==> src/rtl/hazard_ctrl.sv <==
// hazard_ctrl: pipeline sequencing controller for the 3-stage RV32I core.
// Stages are D (decode/fetch), X (execute) and W (writeback/memory data).
// A two-entry scoreboard mirrors the destination info of the instructions in
// X (_p1) and W (_p2). The controller produces stall, flush, freeze and the
// operand forwarding selects, and it times out data-memory accesses that
// never complete.
//
// Ports:
//   clk, rst_n                     core clock, async active-low reset
//   dec_valid                      D holds a real instruction
//   dec_rd, dec_adr1, dec_adr2     rd / rs1 / rs2 of the D instruction
//   dec_wr, dec_load, dec_mem      D writes rd / is a load / is a load or store
//   ex_redirect                    X is a taken branch, JAL or JALR
//   dmem_ready                     data memory finished the W access
//   stall_f, stall_d               hold PC+fetch / hold the D register
//   flush_d                        kill the D instruction
//   freeze                         hold X and W, suppress regfile write
//   fwd_a_sel, fwd_b_sel           00 regfile, 01 X result, 10 W data
//   mem_err                        one-cycle pulse on memory timeout
//   stall_cnt                      saturating count of stall_f cycles
module hazard_ctrl #(
  parameter int AW      = 5,
  parameter int TIMEOUT = 64,
  parameter int CNT_W   = 32
) (
  input  logic             clk,
  input  logic             rst_n,
  input  logic             dec_valid,
  input  logic [AW-1:0]    dec_rd,
  input  logic [AW-1:0]    dec_adr1,
  input  logic [AW-1:0]    dec_adr2,
  input  logic             dec_wr,
  input  logic             dec_load,
  input  logic             dec_mem,
  input  logic             ex_redirect,
  input  logic             dmem_ready,
  output logic             stall_f,
  output logic             stall_d,
  output logic             flush_d,
  output logic             freeze,
  output logic [1:0]       fwd_a_sel,
  output logic [1:0]       fwd_b_sel,
  output logic             mem_err,
  output logic [CNT_W-1:0] stall_cnt
);

  localparam int             WCW      = $clog2(TIMEOUT) + 1;
  localparam logic [WCW-1:0] WCNT_MAX = WCW'(TIMEOUT);

  typedef enum logic {
    RUN      = 1'b0,
    MEM_WAIT = 1'b1
  } state_t;

  state_t         state, state_nxt;
  logic [WCW-1:0] wcnt, wcnt_nxt;

  logic           vld_p1;
  logic [AW-1:0]  rd_p1;
  logic           wr_p1;
  logic           load_p1;
  logic           mem_p1;

  logic           vld_p2;
  logic [AW-1:0]  rd_p2;
  logic           wr_p2;
  logic           mem_p2;

  logic           w_busy;
  logic           w_wr_eff;
  logic           redirect;
  logic           load_use;
  logic           lu_stall;
  logic           x_fwd_ok;
  logic           w_fwd_ok;

  function automatic logic [CNT_W-1:0] sat_inc(input logic [CNT_W-1:0] v);
    return (&v) ? v : v + 1'b1;
  endfunction

  function automatic logic [1:0] fwd_sel(input logic [AW-1:0] adr,
                                         input logic          x_ok,
                                         input logic [AW-1:0] x_rd,
                                         input logic          w_ok,
                                         input logic [AW-1:0] w_rd);
    if (x_ok && (x_rd == adr)) return 2'b01;
    if (w_ok && (w_rd == adr)) return 2'b10;
    return 2'b00;
  endfunction

  assign w_busy = vld_p2 & mem_p2 & ~dmem_ready;

  // The cycle that leaves MEM_WAIT (completion or timeout) is not frozen,
  // so the pipe advances in that same cycle. On timeout the W entry retires
  // with its write suppressed.
  always_comb begin
    state_nxt = state;
    wcnt_nxt  = wcnt;
    freeze    = 1'b0;
    mem_err   = 1'b0;
    w_wr_eff  = wr_p2;
    case (state)
      RUN: begin
        if (w_busy) begin
          freeze    = 1'b1;
          state_nxt = MEM_WAIT;
          wcnt_nxt  = WCW'(1);
        end
      end
      MEM_WAIT: begin
        if (dmem_ready) begin
          state_nxt = RUN;
          wcnt_nxt  = '0;
        end else if (wcnt >= WCNT_MAX) begin
          state_nxt = RUN;
          wcnt_nxt  = '0;
          mem_err   = 1'b1;
          w_wr_eff  = 1'b0;
        end else begin
          freeze   = 1'b1;
          wcnt_nxt = wcnt + 1'b1;
        end
      end
      default: begin
        state_nxt = RUN;
        wcnt_nxt  = '0;
      end
    endcase
  end

  // Redirect beats load-use; both are ignored while frozen.
  assign redirect = ex_redirect & vld_p1 & ~freeze;
  assign load_use = vld_p1 & load_p1 & (rd_p1 != '0) & dec_valid &
                    ((dec_adr1 == rd_p1) | (dec_adr2 == rd_p1));
  assign lu_stall = load_use & ~freeze & ~redirect;

  assign stall_f = freeze | lu_stall;
  assign stall_d = freeze | lu_stall;
  assign flush_d = redirect;

  assign x_fwd_ok  = vld_p1 & wr_p1 & (rd_p1 != '0);
  assign w_fwd_ok  = vld_p2 & w_wr_eff & (rd_p2 != '0);
  assign fwd_a_sel = fwd_sel(dec_adr1, x_fwd_ok, rd_p1, w_fwd_ok, rd_p2);
  assign fwd_b_sel = fwd_sel(dec_adr2, x_fwd_ok, rd_p1, w_fwd_ok, rd_p2);

  always_ff @(posedge clk or negedge rst_n) begin
    if (!rst_n) begin
      state     <= RUN;
      wcnt      <= '0;
      vld_p1    <= 1'b0;
      vld_p2    <= 1'b0;
      stall_cnt <= '0;
    end else begin
      state <= state_nxt;
      wcnt  <= wcnt_nxt;
      if (!freeze) begin
        // D -> X boundary
        vld_p1 <= dec_valid & ~redirect & ~lu_stall;
        // X -> W boundary
        vld_p2 <= vld_p1;
      end
      if (stall_f) begin
        stall_cnt <= sat_inc(stall_cnt);
      end
    end
  end

  always_ff @(posedge clk) begin
    if (!freeze) begin
      // D -> X boundary
      rd_p1   <= dec_rd;
      wr_p1   <= dec_wr;
      load_p1 <= dec_load;
      mem_p1  <= dec_mem;
      // X -> W boundary
      rd_p2   <= rd_p1;
      wr_p2   <= wr_p1;
      mem_p2  <= mem_p1;
    end
  end

endmodule

==> config.mk <==
export PLATFORM = sky130hd
export DESIGN_NAME = hazard_ctrl
export DESIGN_NICKNAME = d
export VERILOG_FILES = /design/src/rtl/hazard_ctrl.sv
export SDC_FILE = /design/constraint.sdc
export NUM_CORES = 1
export LEC_CHECK = 0
export CAP_MARGIN = 15
export CORE_MARGIN = 2
export CORE_UTILIZATION = 50
export CTS_BUF_LIST = sky130_fd_sc_hd__clkbuf_16
export CTS_CLUSTER_SIZE = 12
export DETAILED_ROUTE_END_ITERATION = 6
export HOLD_SLACK_MARGIN = 0.15
export PLACE_DENSITY = 0.91
export SLEW_MARGIN = 20
export SYNTH_ARGS = -nofsm -noshare
export SYNTH_HDL_FRONTEND = slang
export SYNTH_SLANG_ARGS = --single-unit
export TNS_END_PERCENT = 30
==> constraint.sdc <==
create_clock -name clk -period 3.85 [get_ports clk]
set_input_delay 1.155 -clock clk [delete_from_list [all_inputs] [get_ports clk]]
set_output_delay 1.155 -clock clk [all_outputs]
set_load 0.02 [all_outputs]
# [Word level (Yosys, flattened, before mapping)]
# Index checks and enable logic that the tools add are counted.
[op_classes] bitwise=24 n_addsub=2 multipliers=0 div_mod_pow=0 mux=28 n_eq_ne=7 n_shift=0 magnitude_cmp=1 n_reduce_logical=8
[ops] operator="32-bit by 1-bit adder with 32-bit output (second input constant)" n=1
[ops] operator="32-bit AND reduction" n=1
[ops] operator="5-bit equality test" n=6
[ops] operator="7-bit 2-to-1 mux" n=3
[ops] operator="1-bit AND" n=16
[ops] operator="2-bit 2-to-1 mux" n=8
[ops] operator="1-bit 2-to-1 mux" n=15
[ops] operator="7-bit case mux with 2 select lines" n=1
[ops] operator="5-bit nonzero test" n=2
[ops] operator="7-bit by 1-bit adder with 7-bit output (second input constant)" n=1
[ops] operator="7-bit greater-or-equal comparator (second input constant)" n=1
[ops] operator="1-bit inverter" n=6
[ops] operator="1-bit logical AND" n=4
[ops] operator="2-bit != test (second input constant)" n=1
[ops] operator="1-bit OR" n=2
[ops] operator="1-bit case mux with 2 select lines" n=1
[ops] operator="2-bit AND reduction" n=1
[word_totals] mem_count=0 ram_bits=0 out_inout_bits=41 ff_bits=57 latchBits=0 rom_bits=0 word_cells=82 in_bits=23

# [Logic depth before layout (Yosys ltp)]
# Gate-level depths: netlist (run 1).
[logic_depth] word_depth=11 ltp_mapped=8 ltp_nobuf=8

# [Worst setup path before layout (run 1)]
# OpenSTA, ideal clock, no wires.
[synth_path] path_kind="input-to-output" startpoint="input dmem_ready" endpoint="output fwd_a_sel[1]" cell_stages=6 required_time_ns=2.695 t_arrival_ns=2.748 path_buffers=0 setup_slack_ns=-0.053 cell_sequence="inv_1 -> and3_1 -> nor2_1 -> o21ai_0 -> or4_1 -> nor4_1"
[synth_between] elab_chain_cells=9 word_cells_on_any_way=10 cone_classes="mux (7); bitwise (2); reduce/logical (1)"
[synth_lines] item="from (decl)" line="36" text="input logic dmem_ready,"
[synth_lines] item="1-bit 2-to-1 mux *" line="111" text="if (dmem_ready) begin"
[synth_lines] item="1-bit 2-to-1 mux *" line="102" text="case (state)"
[synth_lines] item="1-bit AND * (2 in series)" line="142" text="assign w_fwd_ok = vld_p2 & w_wr_eff & (rd_p2 != '0);"
[synth_lines] item="1-bit logical AND *" line="87" text="if (w_ok && (w_rd == adr)) return 2'b10;"
[synth_lines] item="1-bit 2-to-1 mux (2 in series)" line="87"
[synth_lines] item="2-bit 2-to-1 mux *" line="88" text="return 2'b00;"
[synth_lines] item="2-bit 2-to-1 mux *" line="87"
[synth_lines] item="to (decl)" line="41" text="output logic [1:0] fwd_a_sel,"
# Mark *: on every way between the ends. The rest lies on a longest branch, timed or not. The select of a mux whose other input is x is not followed.

# [Worst setup path in the final report (run 1)]
[layout_path] startpoint="input dec_adr1[4]" endpoint="output fwd_a_sel[1]"
[layout_between] elab_chain_cells=6 word_cells_on_any_way=10 cone_classes="eq/ne (2); mux (6); reduce/logical (2)"
[layout_lines] item="from (decl)" line="30" text="input logic [AW-1:0] dec_adr1,"
[layout_lines] item="5-bit equality test" line="87"
[layout_lines] item="1-bit logical AND" line="87"
[layout_lines] item="1-bit 2-to-1 mux (2 in series)" line="87"
[layout_lines] item="2-bit 2-to-1 mux" line="88"
[layout_lines] item="2-bit 2-to-1 mux *" line="87"
# Marks and branches as above.

==> parameters.txt, run 1 <==
Parameter                              Value

Yosys
  Synthesized netlist net count ... 284
  Mean instance size in the synthesized netlist ... 10.83 um^2
  Netlist Area Pre-Place ... 2795 um^2
  Netlist cell types ... 39
  Post-synthesis sequential element count ... 57
  Sequential area share after synthesis ... 53.72%
  Count of warnings emitted by yosys ... 0
  Gate count after technology mapping ... 258

Critical path
  Critical path start-end classification ... in -> out
  Setup slack of the most critical reg-to-reg path ... 1490 ps
  Reg2reg path depth ... 7
  Capture point of the worst reg-to-reg path ... stall_cnt[1]
  FF-to-FF Start ... stall_cnt[0]
  Critical path endpoint category ... primary output
  Launching element type of the critical path ... input pin
  Worst endpoint data arrival time ... 2660 ps
  Required time worst endpoint ... 2690 ps
  Worst-path fanout max ... 2

STA
  Slew at the pin closest to its max-slew limit ... 897.4 ps
  Crit share post-route ... 99.13%
  Time the final worst path needs with I/O delays and setup ... 3817 ps
  Finish-stage setup viols ... 0
  Top achievable clock speed ... 262.0 MHz
  Clock Skew ... 5.886 ps
  Unrepaired setup endpoints after global routing ... yes
  Max Slew Vio Count ... 0
  Hold Violations, Final ... 0
  Final setup slack of the worst path ... 33.38 ps
  Worst relative slew slack ... 40.17%

Finish
  Number of nets in the finished design ... 366
  Most common cell after layout, fill and taps aside ... clkdlybuf4s50_1
  Layout Area Growth over Synthesis ... 37.60%
  Share of post-route cells with drive strength above 1 ... 13.04%
  Final standard cell count with taps included and fillers excluded ... 417
  Antenna fix cells ... 0
  Commonest cells after routing, fill and taps aside ... clkdlybuf4s50_1, dfrtp_1, xor2_1, nor2_1

Place
  Buffers added on ports ... 63
  DPL Wire Length ... 4525 um
  Post-placement worst setup slack ... -749.4 ps
  Routability congestion estimate from global placement ... 0.9158
  Post-placement cell count ... 401

Pwr
  Total power density per cell area ... 506.7 nW/um^2
  Static power due to leakage ... 0.001707 uW
  Max rail drop VDD ... 0.4347 mV

Worst hold path
  Worst Min Path Start ... mem_p1
  Worst hold stages ... 0
  Hold Crit Class ... reg -> reg
  Worst Hold End ... mem_p2

Clock network
  Total number of clock tree sinks ... 57
  CTS tree ... built
  Clock latency on the worst-skew pair ... 330 ps
  Clock root cell ... clkbuf_16
  Post-CTS Setup Repair Bufs ... 0
  H-Tree Level Count ... 3
  Largest buffer count on any clock path ... 2
  Number of buffers inserted during clock tree synthesis ... 9
  Clock transition at the registers of the reported paths ... 50 ps

Die
  Core Region ... 5439 um^2
  Die span in x ... 78.77 um
  Number of cell rows ... 27
  Die Area ... 6205 um^2
  Starting Density ... 51.39%
  Count of boundary I/O pins ... 64
  Die Span Y ... 78.77 um

Global route
  Global-route congestion overflow total ... 0
  Number of global-route vias before repair ... 2,237
  Number of antenna violations at the first check in global routing ... 0
  First-pass GRT wire length ... 10,520 um
  Maximum number of pins on one net before global-route repair ... 43
  Gr usage total ... 22.31%

Route
  Drt total wl ... 6560 um
  Post-DRT Antenna Nets ... 0
  WL/cell ... 15.73 um
  Detailed-route DRC error count ... 0
  Average vias per placed instance ... 5.470
  Number of optimization iterations in the first detailed-route pass ... 4
  Total via count after detailed routing ... 2,281
  Initial detailed-routing violation count ... 155

Run
  Count of max-cap constraint violations ... 0

Run status
  Outcome ... finished, final reports clean
worst max-delay path: stages:
cell             delay, ps
clkdlybuf4s50_1        450
xor2_1                 170
or4_1                  510
nor4_2                 170
buf_4                  190
cell usage after synthesis (all sizes together):
library cell	count	area, um^2
buf	3	30.03
nor4	5	37.53
dfrtp	42	1051
or2	1	6.260
clkinv	1	3.750
and3	10	62.56
a21boi	1	7.510
nor2	24	90.09
nand2b	2	12.51
nand3	18	95.09
nand2	17	63.81
a31oi	2	12.51
edfxtp	15	450.4
a22o	1	8.760
clkbuf	1	3.750
or3	3	23.77
a21oi	3	18.77
xor2	40	350.3
nand3b	1	7.510
mux2	2	22.52
nor3	15	75.07
ha	3	37.54
nand4	11	68.82
or4	3	22.52
and2	1	6.260
a41oi	1	8.760
inv	6	22.52
nor3b	2	15.01
nor4b	1	15.01
o31ai	2	15.01
o21ai	10	53.80
xnor2	11	96.34
through the flow:
stage / instance area [um^2] / util [%] / TNS (ps) / power (uW) / hold WS, ps
floorplan: 2801 / - / -53.39 / 1042 / 400.3
global placement: 3573 / 65.70 / -2540 / 1207 / 405.0
detailed placement: 3573 / 65.70 / -2702 / 1230 / 408.4
CTS: 3831 / 70.44 / -343.3 / 1950 / 416.1
global route: 3846 / 70.72 / 0 / 2031 / 421.3
finish: 3846 / 70.72 / 0 / 1949 / 413.5
worst max-delay path by stage:
stage | startpoint | cells after the start | end
after floorplan | dmem_ready | 6 | fwd_b_sel[1]
after global placement | dmem_ready | 8 | fwd_b_sel[1]
after detailed placement | dmem_ready | 8 | fwd_b_sel[1]
after CTS | dec_adr2[3] | 8 | stall_d
after global routing | dec_adr1[4] | 5 | fwd_a_sel[1]
final | dec_adr1[4] | 5 | fwd_a_sel[1]
per-layer routing:
layer	track usage (%)	share of wire [%]	routed length, um	vias to the layer above
met3	4.205	4.0	265	25
met2	37.61	50	3302	84
met5	0	0	0	-
met1	27.03	42	2768	1093
li1	-	-	-	1079
met4	12.28	3.4	224	0
flip-flops by register name (all words and copies together), names as in the netlist:
signal,cells
rd_p1,5
wcnt,7
mem_p2,1
mem_p1,1
wr_p2,1
stall_cnt,32
vld_p1,1
wr_p1,1
state,1
vld_p2,1
load_p1,1
rd_p2,5
power by group:
group          switching (uW)  total (uW)  internal, uW
logic                     220         405           185
clock network             286         718           432
registers                 104         826           722
area by class of cell:
type / count / area [um^2]
fillers: 385 / 1593
flip-flops and latches: 57 / 1501
multi-input cells: 190 / 1249
repair buffers: 75 / 708.2
clock buffers: 9 / 225.2
well taps: 72 / 90.09
clock inverters: 7 / 46.29
inverters: 7 / 26.28
cells by family (layout without fill, tap and decap cells):
kind of cell               count (synthesis)  in the layout  synth area share [%]
and+or+nand+nor                          114            114                 21.53
DFF                                       57             57                 53.72
xor gates and xnor gates                  51             51                 15.98
AOI/OAI and AO/OA                         20             20                 4.476
buffers and inverters                     11             98                 2.148
adders and majority gates                  3              3                 1.343
muxes                                      2              2                0.8057
what timing repair did:
item | CTS | global route
cloned | 0 | 0
pin swaps | 3 | 5
resized for setup | 17 | 18
endpoints found under the hold margin | 0 | 0
endpoints found under the setup margin | 6 | 5
hold buffers | 0 | 0
No activity file was read; power rests on OpenSTA's default activity.
==> run 2, diff against run 1 <==
--- a/config.mk
+++ b/config.mk
@@ -13,6 +13,7 @@
 export DETAILED_ROUTE_END_ITERATION = 6
 export HOLD_SLACK_MARGIN = 0.15
 export PLACE_DENSITY = 0.91
+export SETUP_SLACK_MARGIN = 0.5
 export SLEW_MARGIN = 20
 export SYNTH_ARGS = -nofsm -noshare
 export SYNTH_HDL_FRONTEND = slang
==> run 2 against run 1 <==
  * Sequential power barely moved
  * Combinational power rose by 13%
  * Die area did not move
  * Sequential cell count did not move
  * Sequential share of layout area fell by 1.4 points
  * Total power rose by 0.24%
  * Clock power fell by 6.4%
==> parameters.txt, run 2 (synthesis gave the netlist of run 1 again) <==
Parameter                              Value

Run status
  Outcome ... finished, final reports clean

Finish
  Antenna fix cells ... 0 (unchanged)
  Fillcell total ... 352 (-8.6%)
  Top register by number of flip-flops ... stall_cnt
  Number of nets in the finished design ... 375 (+2.5%)
  Flip-flop count of the largest register, all copies and words added ... 32 (unchanged)
  Area used by sequential logic in the layout ... 1501 um^2 (unchanged)
  Most common cell after layout, fill and taps aside ... clkdlybuf4s50_1
  Commonest cells after routing, fill and taps aside ... clkdlybuf4s50_1, dfrtp_1, xor2_1, buf_4, nor2_1
  Layout Area Growth over Synthesis ... 42.79%
  Share of post-route cells with drive strength above 1 ... 20.96% (+7.9 points)
  Util after Layout ... 73.38% (+2.7 points)
  Area occupied by multi-input gates ... 1350 um^2 (+8.1%)
  Biggest regs ... stall_cnt x32, wcnt x7

Die
  Core Region ... 5439 um^2 (unchanged)
  Number of cell rows ... 27 (unchanged)
  Die Area ... 6205 um^2 (unchanged)
  Die Span Y ... 78.77 um (unchanged)
  Count of boundary I/O pins ... 64 (unchanged)
  Die span in x ... 78.77 um (unchanged)
  Starting Density ... 51.39% (unchanged)

Critical path
  Critical path start-end classification ... in -> out
  Required time worst endpoint ... 2690 ps (about the same)
  Largest stage delay on the critical path ... 430 ps (-80 ps)
  Slowest cell on the critical path ... or4_4
  Launching element type of the critical path ... input pin
  CP delay by family, top ... simple AND/OR/NAND/NOR gates
  Startpoint of the most critical setup path ... dmem_ready
  Worst endpoint data arrival time ... 2430 ps (-230 ps)
  Buffering stage count on the worst path with inverters included ... 3 (+1)
  Series of cell instances along the critical path ... buf_8 > inv_8 > and3_4 > nor2_1 > o21ai_1 > or4_4 > nor4_4 > buf_4
  FF-to-FF Start ... rd_p1[2]
  Critical path endpoint category ... primary output
  Worst-path fanout max ... 2 (unchanged)

Pwr
  Max rail drop VDD ... 0.5557 mV (+28%)
  Static power due to leakage ... 0.001745 uW (+2.2%)
  Total power density per cell area ... 489.4 nW/um^2 (-3.4%)

STA
  Crit share post-route ... 93.25% (-5.9 points)
  Unrepaired setup endpoints after global routing ... yes
  Worst relative slew slack ... 39.26% (-0.92 points)
  Clock Skew ... 9.260 ps (+3.374 ps)
  Top achievable clock speed ... 278.6 MHz (+6.3%)
  Hold Violations, Final ... 0 (unchanged)
  Max Slew Vio Count ... 0 (unchanged)
  Time the final worst path needs with I/O delays and setup ... 3590 ps (-226.7 ps)
  Finish-stage setup viols ... 0 (unchanged)
  Slew at the pin closest to its max-slew limit ... 911.1 ps (+13.72 ps)
  TNS Setup ... 0 ps (unchanged)

Route
  Initial detailed-routing violation count ... 247 (+59%)
  Post-DRT Antenna Nets ... 0 (unchanged)
  Detailed-route DRC error count ... 0 (unchanged)
  Drt total wl ... 6736 um (+2.7%)
  Number of optimization iterations in the first detailed-route pass ... 4 (unchanged)
  Average vias per placed instance ... 5.475 (about the same)
  WL/cell ... 15.85 um (+0.75%)
  Total via count after detailed routing ... 2,327 (+2.0%)

Worst hold path
  Hold Crit Class ... reg -> reg
  Worst Min Path Start ... mem_p1

Run
  Count of max-cap constraint violations ... 0 (unchanged)

Global route
  Global-route congestion overflow total ... 0 (unchanged)
  Number of global-route vias before repair ... 2,348 (+5.0%)
  Gr usage total ... 23.86% (+1.5 points)
  Number of antenna violations at the first check in global routing ... 0 (unchanged)
  Maximum number of pins on one net before global-route repair ... 43 (unchanged)
  First-pass GRT wire length ... 11,330 um (+7.7%)

Place
  Routability congestion estimate from global placement ... 0.8854 (-3.3%)
  DPL Wire Length ... 4759 um (+5.2%)
  Buffers added on ports ... 63 (unchanged)

Clock network
  H-Tree Level Count ... 3 (unchanged)
  Clock latency on the worst-skew pair ... 330 ps (about the same)
  Number of buffers inserted during clock tree synthesis ... 9 (unchanged)
  CTS tree ... built
  Clock transition at the registers of the reported paths ... 40 ps (about the same)
  Total number of clock tree sinks ... 57 (unchanged)
  Largest buffer count on any clock path ... 2 (unchanged)
  Clock root cell ... clkbuf_16
[run 2: changes by cell type in the layout (fill, tap and decap cells not counted), sizes merged]
| cell | previous run | this run |
|---|---|---|
| clkinv | 3 | 5 |
| dlygate4sd2 | 2 | 3 |
| clkdlybuf4s50 | 50 | 43 |
| buf | 17 | 33 |
| dlymetal6s2s | 5 | 1 |
| clkbuf | 10 | 11 |
| clkdlybuf4s15 | 0 | 2 |
| clkinvlp | 3 | 0 |
[run 2: report_power, final]
part | total (uW) | leakage (uW) | internal, uW | switching (uW)
Sequential | 825 | 0.000717 | 722 | 103
Combinational | 457 | 0.000899 | 207 | 250
Clock | 672 | 0.000129 | 420 | 252
Total | 1950 | 0.00174 | 1350 | 604
[run 2: metrics by stage]
step	hold slack, ps	instances	area, um^2	worst slack, ps	power (uW)
6_report	429.2	425	3991	260.0	1953
3_3_place_gp	401.8	407	3670	-680.5	1238
5_1_grt	433.9	425	3991	208.7	2043
3_5_place_dp	411.8	407	3670	-721.1	1259
4_1_cts	432.5	424	3936	206.5	1942
2_1_floorplan	400.3	258	2853	422.6	1059
[run 2: path summary, 6_finish.rpt]
kind,cells after the start,slack (ps),end
min in group asynchronous,1,960,stall_cnt[29]
setup reg to reg,11,1320,stall_cnt[13]
max in group asynchronous,1,2320,vld_p2
hold / removal,0,430,mem_p2
setup / recovery,8,260,fwd_a_sel[1]
hold reg to reg,0,430,mem_p2
[run 2: worst register-to-register path, stage by stage (launching register included)]
cell and delay, ps:
edfxtp_1 500, xor2_2 220, nor3_2 290, nand3_2 170
a21oi_2 220, buf_4 140, buf_4 90, buf_4 100
o21ai_2 50, buf_4 190, nor4_1 270, xor2_1 190
[run 2: timing repair]
item | 4_1_cts | 5_1_grt
setup buffers | 2 | 1
pin swaps | 9 | 7
gates resized for setup | 68 | 18
hold buffers | 0 | 0
endpoints found under the setup margin | 9 | 8
[run 2: cell type report]
| type | instances | area share, % |
|---|---|---|
| Sequential cell | 57 | 37.62 |
| Multi-Input combinational cell | 190 | 33.82 |
| Timing Repair Buffer | 84 | 19.03 |
| Inverter | 7 | 0.9091 |
| Clock inverter | 6 | 0.7210 |
| Tap cell | 72 | 2.257 |
| Clock buffer | 9 | 5.643 |
[run 2: per-layer routing]
layer / global-route usage [%] / routed length, um / vias to the layer above
li1: - / - / 1090
met1: 31.48 / 2941 / 1151
met2: 38.29 / 3352 / 71
met3: 4.773 / 266 / 15
met4: 10.70 / 176 / 0
met5: 0 / 0 / -
==> run 3, diff against run 2 <==
--- a/config.mk
+++ b/config.mk
@@ -7,12 +7,12 @@
 export LEC_CHECK = 0
 export CAP_MARGIN = 15
 export CORE_MARGIN = 2
-export CORE_UTILIZATION = 50
+export CORE_UTILIZATION = 45
 export CTS_BUF_LIST = sky130_fd_sc_hd__clkbuf_16
 export CTS_CLUSTER_SIZE = 12
 export DETAILED_ROUTE_END_ITERATION = 6
 export HOLD_SLACK_MARGIN = 0.15
-export PLACE_DENSITY = 0.91
+export PLACE_DENSITY = 0.84
 export SETUP_SLACK_MARGIN = 0.5
 export SLEW_MARGIN = 20
 export SYNTH_ARGS = -nofsm -noshare
==> run 3 against run 2 <==
  * Sequential share of layout area shrank 0.51 points
  * Critical endpoint is now fwd_b_sel[1]
  * Clock power grew 13%
  * Largest power group unchanged
  * Core utilization shrank 5.4 points
  * Largest cell class unchanged
==> parameters.txt, run 3 (synthesis gave the netlist of run 1 again) <==
Parameter                              Value

Run status
  Outcome ... finished, final reports clean

STA
  Worst relative slew slack ... 39.78% (+0.53 points)
  Finish-stage setup viols ... 0 (unchanged)
  Unrepaired setup endpoints after global routing ... yes
  Time the final worst path needs with I/O delays and setup ... 3532 ps (-58.43 ps)
  Top achievable clock speed ... 283.2 MHz (+1.7%)
  Crit share post-route ... 91.73% (-1.5 points)
  Max Slew Vio Count ... 0 (unchanged)
  Clock Skew ... 5.495 ps (-3.765 ps)
  Slew at the pin closest to its max-slew limit ... 903.2 ps (-7.904 ps)
  Hold Violations, Final ... 0 (unchanged)

Critical path
  Worst-path fanout max ... 2 (unchanged)
  Required time worst endpoint ... 2690 ps (about the same)
  Largest stage delay on the critical path ... 530 ps (+100 ps)
  Critical path start-end classification ... in -> out
  Buffering stage count on the worst path with inverters included ... 2 (-1)
  Critical path endpoint category ... primary output
  Worst endpoint data arrival time ... 2380 ps (-50 ps)
  Slowest cell on the critical path ... or4_4
  Series of cell instances along the critical path ... clkdlybuf4s15_1 > xor2_1 > or4_4 > nor4_4 > buf_4
  Launching element type of the critical path ... input pin
  CP delay by family, top ... simple AND/OR/NAND/NOR gates

Finish
  Antenna fix cells ... 0 (unchanged)
  Util after Layout ... 67.94% (-5.4 points)
  Biggest regs ... stall_cnt x32, wcnt x7
  Share of post-route cells with drive strength above 1 ... 22.73% (+1.8 points)
  Layout Area Growth over Synthesis ... 44.76%
  Post-route standard cell area excluding fillers ... 4046 um^2 (+1.4%)
  Commonest cells after routing, fill and taps aside ... clkdlybuf4s50_1, dfrtp_1, xor2_1, nor2_1, buf_4
  Top register by number of flip-flops ... stall_cnt
  Number of nets in the finished design ... 373 (-0.53%)
  Flip-flop count of the largest register, all copies and words added ... 32 (unchanged)

Route
  Initial detailed-routing violation count ... 124 (-50%)
  Detailed-route DRC error count ... 0 (unchanged)
  Number of optimization iterations in the first detailed-route pass ... 4 (unchanged)
  Post-DRT Antenna Nets ... 0 (unchanged)
  Drt total wl ... 6460 um (-4.1%)
  Average vias per placed instance ... 5.372 (-1.9%)
  WL/cell ... 15.13 um (-4.5%)
  Total via count after detailed routing ... 2,294 (-1.4%)

Place
  Cell area reported after detailed placement ... 3659 um^2 (-0.31%)
  Routability congestion estimate from global placement ... 0.8124 (-8.2%)
  DPL Wire Length ... 4591 um (-3.5%)
  Buffers added on ports ... 63 (unchanged)

Clock network
  Clock root cell ... clkbuf_16
  Largest buffer count on any clock path ... 2 (unchanged)
  Post-CTS Hold Buffers ... 0 (unchanged)
  Clock latency on the worst-skew pair ... 320 ps (about the same)
  CTS tree ... built
  H-Tree Level Count ... 3 (unchanged)
  Number of buffers inserted during clock tree synthesis ... 9 (unchanged)
  Clock transition at the registers of the reported paths ... 50 ps (about the same)
  Total number of clock tree sinks ... 57 (unchanged)

Die
  Die Span Y ... 82.82 um (+5.1%)
  Starting Density ... 46.93% (-4.5 points)
  Count of boundary I/O pins ... 64 (unchanged)
  Core Region ... 5956 um^2 (+9.5%)
  Die Area ... 6858 um^2 (+11%)
  Die span in x ... 82.82 um (+5.1%)
  Number of cell rows ... 28 (+3.7%)

Run
  Count of max-cap constraint violations ... 0 (unchanged)

Global route
  Global-route congestion overflow total ... 0 (unchanged)
  Maximum number of pins on one net before global-route repair ... 43 (unchanged)
  Number of global-route vias before repair ... 2,339 (-0.38%)
  Number of antenna violations at the first check in global routing ... 0 (unchanged)
  First-pass GRT wire length ... 10,880 um (-4.0%)
  Gr usage total ... 19.68% (-4.2 points)

Worst hold path
  Hold Crit Class ... reg -> reg

Pwr
  Static power due to leakage ... 0.001759 uW (+0.82%)
  Max rail drop VDD ... 0.3404 mV (-39%)
  Total power density per cell area ... 504.0 nW/um^2 (+3.0%)
[run 3: final timing paths]
path / from / slack (ps) / end / cells after the start
worst max-delay path: dec_adr2[1] / 320 / fwd_b_sel[1] / 5
worst min-delay path: mem_p1 / 420 / mem_p2 / 0
worst max register to register: rd_p1[3] / 1560 / stall_cnt[20] / 9
worst min register to register: mem_p1 / 420 / mem_p2 / 0
max in group asynchronous: rst_n / 2320 / stall_cnt[7] / 1
min in group asynchronous: rst_n / 960 / stall_cnt[26] / 1
[run 3: stage by stage]
| step | instances | TNS, ps | total power [uW] | hold slack [ps] | setup slack [ps] |
|---|---|---|---|---|---|
| 3_3_place_gp | 408 | -3147 | 1237 | 404.8 | -679.5 |
| 5_1_grt | 427 | 0 | 2140 | 425.1 | 295.2 |
| 2_1_floorplan | 258 | 0 | 1059 | 400.3 | 422.6 |
| 3_5_place_dp | 408 | -3271 | 1256 | 407.5 | -738.5 |
| 6_report | 427 | 0 | 2039 | 418.5 | 318.5 |
| 4_1_cts | 427 | 0 | 2032 | 419.3 | 318.0 |
[run 3: worst reg2reg max path: cells and delay by family (launching register included)]
| family | cells | cell delay, ps |
|---|---|---|
| simple gates | 4 | 770 |
| compound gates | 1 | 210 |
| buf+inv | 2 | 270 |
| flops | 1 | 520 |
| xor+xnor | 2 | 430 |
[run 3: timing repair]
item,CTS,global route
pin swaps,13,6
gates resized for setup,72,23
setup buffers,3,0
endpoints found under the setup margin,9,7
[run 3: final cells by class]
type	count	area, um^2
fillers	448	1909
flip-flops and latches	57	1501
multi-input cells	190	1379
repair buffers	82	748.2
clock buffers	9	225.2
well taps	75	93.84
clock inverters	7	63.81
inverters	7	35.03
[run 3: routing by layer]
metal / vias up / part of all wire (%) / GRT usage (%)
met3: 10 / 3.1 / 5.268
met5: - / 0 / 0
met1: 1149 / 45 / 24.80
met4: 0 / 1.6 / 7.601
met2: 48 / 50 / 32.40
li1: 1087 / - / -
[run 3: where the power goes]
part	leakage (uW)	internal (uW)	switching, uW	total, uW
clock	0.000142	493	267	760
sequential	0.000717	722	104	826
combinational	0.000900	212	241	453
total	0.00176	1430	612	2040
